`src/rtl/riscv_pkg.sv`:
```
// Shared definitions for the 64-bit RISC-V pipeline: widths, branch funct3 codes
// and the EX/MEM control bundle carried alongside the datapath.
package riscv_pkg;

    localparam int XLEN = 64;
    localparam int RD_W = 5;

    localparam logic [2:0] F3_BEQ = 3'b000;
    localparam logic [2:0] F3_BNE = 3'b001;
    localparam logic [2:0] F3_BLT = 3'b100;
    localparam logic [2:0] F3_BGE = 3'b101;

    typedef struct packed {
        logic            reg_write;
        logic            mem_read;
        logic            mem_write;
        logic [RD_W-1:0] rd;
    } ex_mem_ctrl_t;

endpackage

```
`src/rtl/branch_cond.sv`:
```
// Resolves a conditional branch from funct3 and the ALU zero/lt flags.
// Unsigned compares (BLTU/BGEU) are not resolved here and read as not taken.
module branch_cond
    import riscv_pkg::*;
(
    input  logic [2:0] funct3,
    input  logic       zero,
    input  logic       lt,
    output logic       cond
);

    always_comb begin
        cond = 1'b0;
        case (funct3)
            F3_BEQ:  cond = zero;
            F3_BNE:  cond = !zero;
            F3_BLT:  cond = lt;
            F3_BGE:  cond = !lt;
            default: cond = 1'b0;
        endcase
    end

endmodule

```
`src/rtl/ex_mem_stage.sv`:
```
// EX->MEM pipeline register with branch resolution, one-cycle fetch redirect and
// single-slot wrong-path squash. Optional BRANCH_STATS_EN adds branch counters.
module ex_mem_stage #(
    parameter int XLEN = riscv_pkg::XLEN,
    parameter int RD_W = riscv_pkg::RD_W
) (
    input  logic            clk,
    input  logic            rst_n,
    input  logic            ex_valid,
    input  logic [XLEN-1:0] ex_result,
    input  logic            ex_zero,
    input  logic            ex_lt,
    input  logic            ex_branch,
    input  logic [2:0]      ex_funct3,
    input  logic [XLEN-1:0] ex_pc,
    input  logic [XLEN-1:0] ex_imm,
    input  logic [XLEN-1:0] ex_store_data,
    input  logic [RD_W-1:0] ex_rd,
    input  logic            ex_reg_write,
    input  logic            ex_mem_read,
    input  logic            ex_mem_write,
    input  logic            stall,
    input  logic            flush,
    output logic            mem_valid,
    output logic [XLEN-1:0] mem_result,
    output logic [XLEN-1:0] mem_store_data,
    output logic [RD_W-1:0] mem_rd,
    output logic            mem_reg_write,
    output logic            mem_mem_read,
    output logic            mem_mem_write,
    output logic            redirect_valid,
    output logic [XLEN-1:0] redirect_pc
`ifdef BRANCH_STATS_EN
    ,
    output logic [31:0]     br_resolved_cnt,
    output logic [31:0]     br_taken_cnt
`endif
);
    import riscv_pkg::*;

    logic            cond;
    logic            take;
    logic            capture;
    logic            load;
    logic            squash_reg;
    logic            valid_reg;
    ex_mem_ctrl_t    ex_ctrl;
    ex_mem_ctrl_t    ctrl_reg;
    logic [XLEN-1:0] result_reg;
    logic [XLEN-1:0] store_data_reg;
    logic            redirect_valid_reg;
    logic [XLEN-1:0] redirect_pc_reg;

    branch_cond u_branch_cond (
        .funct3 (ex_funct3),
        .zero   (ex_zero),
        .lt     (ex_lt),
        .cond   (cond)
    );

    assign capture = !stall && !flush;
    assign load    = ex_valid && !squash_reg;
    assign take    = ex_valid && ex_branch && cond && !squash_reg;

    always_comb begin
        ex_ctrl           = '0;
        ex_ctrl.reg_write = ex_reg_write;
        ex_ctrl.mem_read  = ex_mem_read;
        ex_ctrl.mem_write = ex_mem_write;
        ex_ctrl.rd        = ex_rd;
    end

    // Control path: flush beats stall; a bubble zeroes the control bits but keeps rd.
    always_ff @(posedge clk or negedge rst_n) begin
        if (!rst_n) begin
            valid_reg  <= 1'b0;
            ctrl_reg   <= '0;
            squash_reg <= 1'b0;
        end else if (flush) begin
            valid_reg          <= 1'b0;
            ctrl_reg.reg_write <= 1'b0;
            ctrl_reg.mem_read  <= 1'b0;
            ctrl_reg.mem_write <= 1'b0;
            squash_reg         <= 1'b0;
        end else if (!stall) begin
            squash_reg <= take;
            if (load) begin
                valid_reg <= 1'b1;
                ctrl_reg  <= ex_ctrl;
            end else begin
                valid_reg          <= 1'b0;
                ctrl_reg.reg_write <= 1'b0;
                ctrl_reg.mem_read  <= 1'b0;
                ctrl_reg.mem_write <= 1'b0;
            end
        end
    end

    always_ff @(posedge clk or negedge rst_n) begin
        if (!rst_n) begin
            result_reg     <= '0;
            store_data_reg <= '0;
        end else if (capture && load) begin
            result_reg     <= ex_result;
            store_data_reg <= ex_store_data;
        end
    end

    // The pulse is recomputed every cycle so a following stall can never stretch it.
    always_ff @(posedge clk or negedge rst_n) begin
        if (!rst_n) begin
            redirect_valid_reg <= 1'b0;
            redirect_pc_reg    <= '0;
        end else begin
            redirect_valid_reg <= capture && take;
            if (capture && take) begin
                redirect_pc_reg <= ex_pc + ex_imm;
            end
        end
    end

    assign mem_valid      = valid_reg;
    assign mem_result     = result_reg;
    assign mem_store_data = store_data_reg;
    assign mem_rd         = ctrl_reg.rd;
    assign mem_reg_write  = ctrl_reg.reg_write;
    assign mem_mem_read   = ctrl_reg.mem_read;
    assign mem_mem_write  = ctrl_reg.mem_write;
    assign redirect_valid = redirect_valid_reg;
    assign redirect_pc    = redirect_pc_reg;

`ifdef BRANCH_STATS_EN
    // Index 0 counts resolved (captured, non-squashed) branches, index 1 taken ones.
    logic [1:0] stat_inc;

    assign stat_inc[0] = capture && load && ex_branch;
    assign stat_inc[1] = capture && take;

    for (genvar gi = 0; gi < 2; gi++) begin : g_stat
        logic [31:0] cnt_reg;

        always_ff @(posedge clk or negedge rst_n) begin
            if (!rst_n) begin
                cnt_reg <= '0;
            end else if (stat_inc[gi]) begin
                cnt_reg <= cnt_reg + 32'd1;
            end
        end
    end

    assign br_resolved_cnt = g_stat[0].cnt_reg;
    assign br_taken_cnt    = g_stat[1].cnt_reg;
`endif

endmodule
```
`config.mk`:
```
export PLATFORM = sky130hd
export DESIGN_NAME = ex_mem_stage
export DESIGN_NICKNAME = d
export VERILOG_FILES = /design/src/rtl/riscv_pkg.sv /design/src/rtl/branch_cond.sv /design/src/rtl/ex_mem_stage.sv
export SDC_FILE = /design/constraint.sdc
export NUM_CORES = 1
export LEC_CHECK = 0
export BUFFER_PORTS_ARGS = -buffer_cell sky130_fd_sc_hd__buf_4
export CAP_MARGIN = 20
export CORE_AREA = 2 2 187 189
export CTS_CLUSTER_DIAMETER = 30
export DETAILED_ROUTE_END_ITERATION = 8
export DIE_AREA = 0 0 189 191
export SETUP_SLACK_MARGIN = 0.2
export SLEW_MARGIN = 20
export SYNTH_ARGS = -nofsm -noshare
export SYNTH_HDL_FRONTEND = slang
export SYNTH_SLANG_ARGS = --single-unit
```
`constraint.sdc`:
```
create_clock -name clk -period 1.9 [get_ports clk]
set_input_delay 0.095 -clock clk [delete_from_list [all_inputs] [get_ports clk]]
set_output_delay 0.095 -clock clk [all_outputs]
set_load 0.03 [all_outputs]
```
# Word-level counts from Yosys, hierarchy flattened
# Cells that the tools add are included.
totals:
  regBits: 203
  latch_bits: 0
  ramBits: 0
  romBits: 0
  input_bits: 275
  output_inout_bits: 202
  wordCells: 41
  memories: 0
classes:
  addsub: 1
  multipliers: 0
  n_div: 0
  n_lt_le_gt_ge: 0
  eq_ne: 4
  shifts: 0
  muxes: 10
  bitwise_logic: 2
  n_reduce_logical: 14
ops:
  columns: ["cell", "n"]
  rows:
  - ["64-bit adder", 1]
  - ["8-bit 2-to-1 mux", 1]
  - ["1-bit logical AND", 7]
  - ["3-bit equality test (second input constant)", 2]
  - ["3-bit 2-to-1 mux", 2]
  - ["1-bit logical NOT", 5]
  - ["1-bit 2-to-1 mux", 5]
  - ["5-bit 2-to-1 mux", 1]
  - ["1-bit case mux with 4 select lines", 1]
  - ["3-bit by 1-bit equality test with 1-bit output (second input constant)", 1]
  - ["3-bit logical NOT", 1]
  - ["3-bit AND reduction", 1]
  - ["2-bit by 1-bit != test with 1-bit output (second input constant)", 1]
  - ["1-bit NOT", 2]

# Longest topological paths before layout
logic_depth:
  depth_word: 6
  depth_mapped: 12
  depth_no_buf: 12

# Cells and area by module
# A second synthesis with hierarchy kept.
hier_totals:
  cells_unflattened: 1071
  hier_area_um2: 11363.4
by_module_without_submodules:
  columns: ["module", "n_inst", "cells_each", "area_each_um2", "seq_area_each_um2"]
  rows:
  - ["ex_mem_stage", 1, 1067, 11332.1, 5079.9]
  - ["branch_cond", 1, 4, 31.3, 0.0]

# Worst setup path before layout
# Ideal clock, no wire load.
synth_timing:
  path_kind: "in2reg"
  from: "input port ex_pc[0]"
  to: "register redirect_pc_reg[46] (netlist: redirect_pc[46])"
  setup_time_ns: 0.129
  arrival_time_ns: 2.636
  t_required_ns: 1.771
  setup_slack_ns: -0.864
  path_stages: 12
  n_path_buf: 0
  cell_sequence: "ha_1 -> fa_1 -> a211o_1 -> a211o_1 -> a21oi_1 -> nor2_1 -> o311ai_2 -> o21ai_4 -> a31oi_4 -> o31a_1 -> xnor2_1 -> o21ai_1"
synth_between:
  elab_chain_cells: 1
synth_lines:
  columns: ["element", "line_no", "source"]
  rows:
  - ["from (decl)", "ex_mem_stage.sv:15", "input logic [XLEN-1:0] ex_pc,"]
  - ["64-bit adder", "ex_mem_stage.sv:117", "redirect_pc_reg <= ex_pc + ex_imm;"]
  - ["to (signal assigned)", "ex_mem_stage.sv:117", null]
  - ["to (decl)", "ex_mem_stage.sv:52", "logic [XLEN-1:0] redirect_pc_reg;"]
# Every way passes these cells.
# A chain may end at the register's enable or synchronous reset.

# Worst setup path in the final report
layout_timing:
  from: "input port ex_imm[0]"
  to: "register redirect_pc_reg[38] (netlist: redirect_pc[38])"
layout_between:
  elab_chain_cells: 1
layout_lines:
  columns: ["element", "line_no", "source"]
  rows:
  - ["from (decl)", "ex_mem_stage.sv:16", "input logic [XLEN-1:0] ex_imm,"]
  - ["64-bit adder", "ex_mem_stage.sv:117", null]
# Every way passes these cells.

==> summary.md <==
| Metric | Value |
|---|---|
| Outcome | `finished with violations` |
| Failing checks | `setup timing` |
| GR peak layer | `met2` |
| Synth Flop Type | `dfrtp_1` |
| Slew @ Worst Pin | `0.560 ns` |
| Lkg Pwr | `10.9 nW` |
| Max Fclk | `421 MHz` |
| # DRC | `0` |
| RSZ-0062 raised after global routing | `yes` |
| Drt wl/cell | `22.8 um` |
| Avg Inst Size Synth | `10.4 um2` |
| IO Pins | `477` |
| Post-layout util | `65.7%` |
| GRT Residual Overflow | `0` |
| Fin nets | `2300` |
| Switching power | `8.46 mW` |
| Clock slew at reported path FFs | `0.05 ns` |
| Grt met2 use | `46.2%` |
| Final Max Tran Viols | `0` |
| R2R depth | `7` |
| P per Cell Area | `1090 mW/mm2` |
| Clk pwr share | `39.5%` |
| Comb power frac | `35.6%` |
| Peak VDD IR | `688 uV` |
| Internal power | `15.9 mW` |
| Total Power | `24.4 mW` |
| TritonCTS buffer count | `53` |
| CTS root buffer | `clkbuf_16` |
| Vias | `12471` |
| Commonest cells after routing, fill and taps aside | `689 x buf_4, 203 x dfrtp_1, 141 x dlygate4sd3_1` |
| Final wirelength | `56200 um` |
| First-pass GRT wire length | `72500 um` |
| Post-Layout Inst Area | `0.0224 mm2` |
| DRT Pass-1 Iters | `5` |
| Fin Setup TNS | `-11.49 ns` |
| Crit start category | `primary input` |
| EDFF count, synth | `0` |
| Starting density of the core | `32.4%` |
| Hold Crit Depth | `4` |
| Core Box Area | `0.0341 mm2` |
| Flop pwr share | `24.9%` |
| Worst Setup Path Type | `in -> reg` |
| Clock sinks | `203` |
| CP Capture Type | `register` |
| Die ar. | `0.0361 mm2` |
| Die Height | `191 um` |
| Yosys reg bits | `203` |
| Post-synthesis sequential area ratio | `45.9%` |
| Yosys cell types | `59` |
| Required @ worst endpoint | `2.34 ns` |
| Yosys warnings | `0` |
| GPL Wtd Cong | `0.896` |
| Minimum clock period | `2.38 ns` |
| Max H-tree Level | `2` |
| Commonest non-fill, non-tap cell in the layout | `buf_4` |
| Clock skew | `0.0260 ns` |
| Antenna viol nets, final | `0` |
| Asr flop ratio synth | `100%` |
| Synth Instances | `1061` |
| Switch share | `34.7%` |
| Synthesized cell area | `0.0111 mm2` |
| Max cap viols | `0` |
| GRT Resource Usage Total | `26.0%` |
| Share of cells above drive strength 1 | `56.0%` |
| 1st-iter DRT viols | `579` |
| Worst hold path class | `in -> reg` |
| Initial antenna violation count | `6` |
| Grt met3 use | `5.80%` |
| CP Max Fanout | `2` |
| Width of the die | `189 um` |
| Placed Area | `0.0171 mm2` |
| Critical Path AT | `2.81 ns` |
| Placed wire-length estimate | `33700 um` |
| Final hold vios | `0` |
| Maximum clock path buffer count | `3` |
| CTS tree | `built` |
| Area delta synth->final | `102%` |
| Num rows | `68` |
| Vias per cell | `5.07` |
| Slew HR | `62.7%` |
| Syn Nets | `1400` |
| # setup viols final | `41` |
| M1 GR Usage | `29.3%` |
| Vias in the first global route | `12770` |
| Final Cycle Share | `125%` |
| Setup WS pre-CTS | `-1.17 ns` |
| Largest net degree at the start of global routing | `59` |
| Latest clock arrival within the worst-skew pair | `0.56 ns` |
| Port buffer count | `476` |
| Setup ws final | `-0.477 ns` |
[through the flow]
stage	hold WS, ns	instances
5_1_grt	0.0553	2459
4_1_cts	0.0191	2432
3_5_place_dp	0.0769	2170
2_1_floorplan	-0.201	1061
3_3_place_gp	0.0782	2170
6_report	0.0303	2461
[final timing paths]
check | start | endpoint | slack, ns
min | ex_imm[62] | redirect_pc[62]$_DFFE_PN0P_ | 0.03
max | ex_imm[0] | redirect_pc[38]$_DFFE_PN0P_ | -0.48
min in group asynchronous | rst_n | redirect_pc[39]$_DFFE_PN0P_ | 0.08
max reg2reg | squash_reg$_DFFE_PN0P_ | redirect_pc[50]$_DFFE_PN0P_ | -0.05
max in group asynchronous | rst_n | mem_result[28]$_DFFE_PN0P_ | 1.05
min reg2reg | redirect_pc[4]$_DFFE_PN0P_ | redirect_pc[4]$_DFFE_PN0P_ | 0.47
[what timing repair did]
item / in CTS / in global routing
buffers inserted: 14 / 13
gates cloned: 10 / 13
resized for setup: 115 / 207
setup endpoints to repair: 188 / 189
pin swaps: 41 / 50
hold buffers: 141 / 0
hold endpoints to repair: 329 / 0
[synth_stat cells (all sizes together), types with 2 or more instances]
| library cell | instances | area share [%] |
|---|---|---|
| nand2b | 3 | 0.17 |
| o31ai | 8 | 0.54 |
| o221ai | 2 | 0.16 |
| and4 | 3 | 0.26 |
| nor4 | 4 | 0.23 |
| nand2 | 120 | 4.1 |
| xnor2 | 34 | 2.7 |
| clkbuf | 47 | 1.6 |
| or3 | 3 | 0.17 |
| and3 | 3 | 0.17 |
| a2111o | 2 | 0.20 |
| a31oi | 7 | 0.53 |
| a32oi | 2 | 0.16 |
| nand4 | 23 | 1.3 |
| nor2b | 4 | 0.23 |
| a22o | 3 | 0.24 |
| xor2 | 24 | 1.9 |
| a211o | 3 | 0.24 |
| nor3 | 9 | 0.41 |
| o211ai | 3 | 0.20 |
| or4 | 2 | 0.14 |
| a211oi | 6 | 0.50 |
| o21bai | 11 | 0.75 |
| nand3b | 3 | 0.20 |
| inv | 17 | 0.58 |
| a21oi | 87 | 3.9 |
| a31o | 2 | 0.16 |
| ha | 63 | 7.1 |
| dfrtp | 203 | 46 |
| a21o | 38 | 2.6 |
| mux2 | 134 | 14 |
| buf | 4 | 0.16 |
| and2 | 2 | 0.11 |
| o21ai | 97 | 4.5 |
| o21a | 9 | 0.61 |
| nand3 | 16 | 0.72 |
| nor2 | 43 | 1.5 |
| nand4b | 3 | 0.24 |
[worst max-delay path, stage by stage]
cell	delay, ns
buf_8	0.10
ha_4	0.18
fa_2	0.37
a211o_1	0.34
a211o_1	0.30
a21oi_4	0.21
buf_4	0.15
buf_6	0.08
buf_6	0.09
o21ai_2	0.06
a211oi_2	0.22
a21oi_2	0.09
buf_4	0.15
a21oi_2	0.14
xor2_1	0.14
o21ai_0	0.08
[routing by layer]
metal	up-vias	share of wire, %
met2	584	48
met3	192	7.5
met5	-	0.14
met1	6034	38
met4	6	6.3
li1	5655	-
[power by group through the flow]
stage                     registers [mW]  clock network, mW  logic [mW]
final                               6.06               9.63        8.66
after global routing                6.14               9.94        9.07
after CTS                           5.89               9.59        7.94
after detailed placement            5.90                  0        7.43
after global placement              5.88                  0        7.36
after floorplan                     7.76                  0        1.99
[final cells by class]
class | instances | area, um2
clock buffer | 67 | 1510
clock inverter | 30 | 420
fill | 2476 | 11700
tap | 455 | 569
multi-input combinational | 789 | 6970
inverter | 18 | 67.6
sequential | 203 | 5080
timing repair buffer | 896 | 7780
antenna | 3 | 7.51
[cell families after synthesis]
family / share of synthesized area, %
AOI/OAI and AO/OA: 16.1
muxes: 13.7
buffers and inverters: 2.37
DFF: 45.9
xor gates and xnor gates: 4.59
and+or+nand+nor: 10.1
adders and majority gates: 7.30
Power figures use the tool's default switching activity.
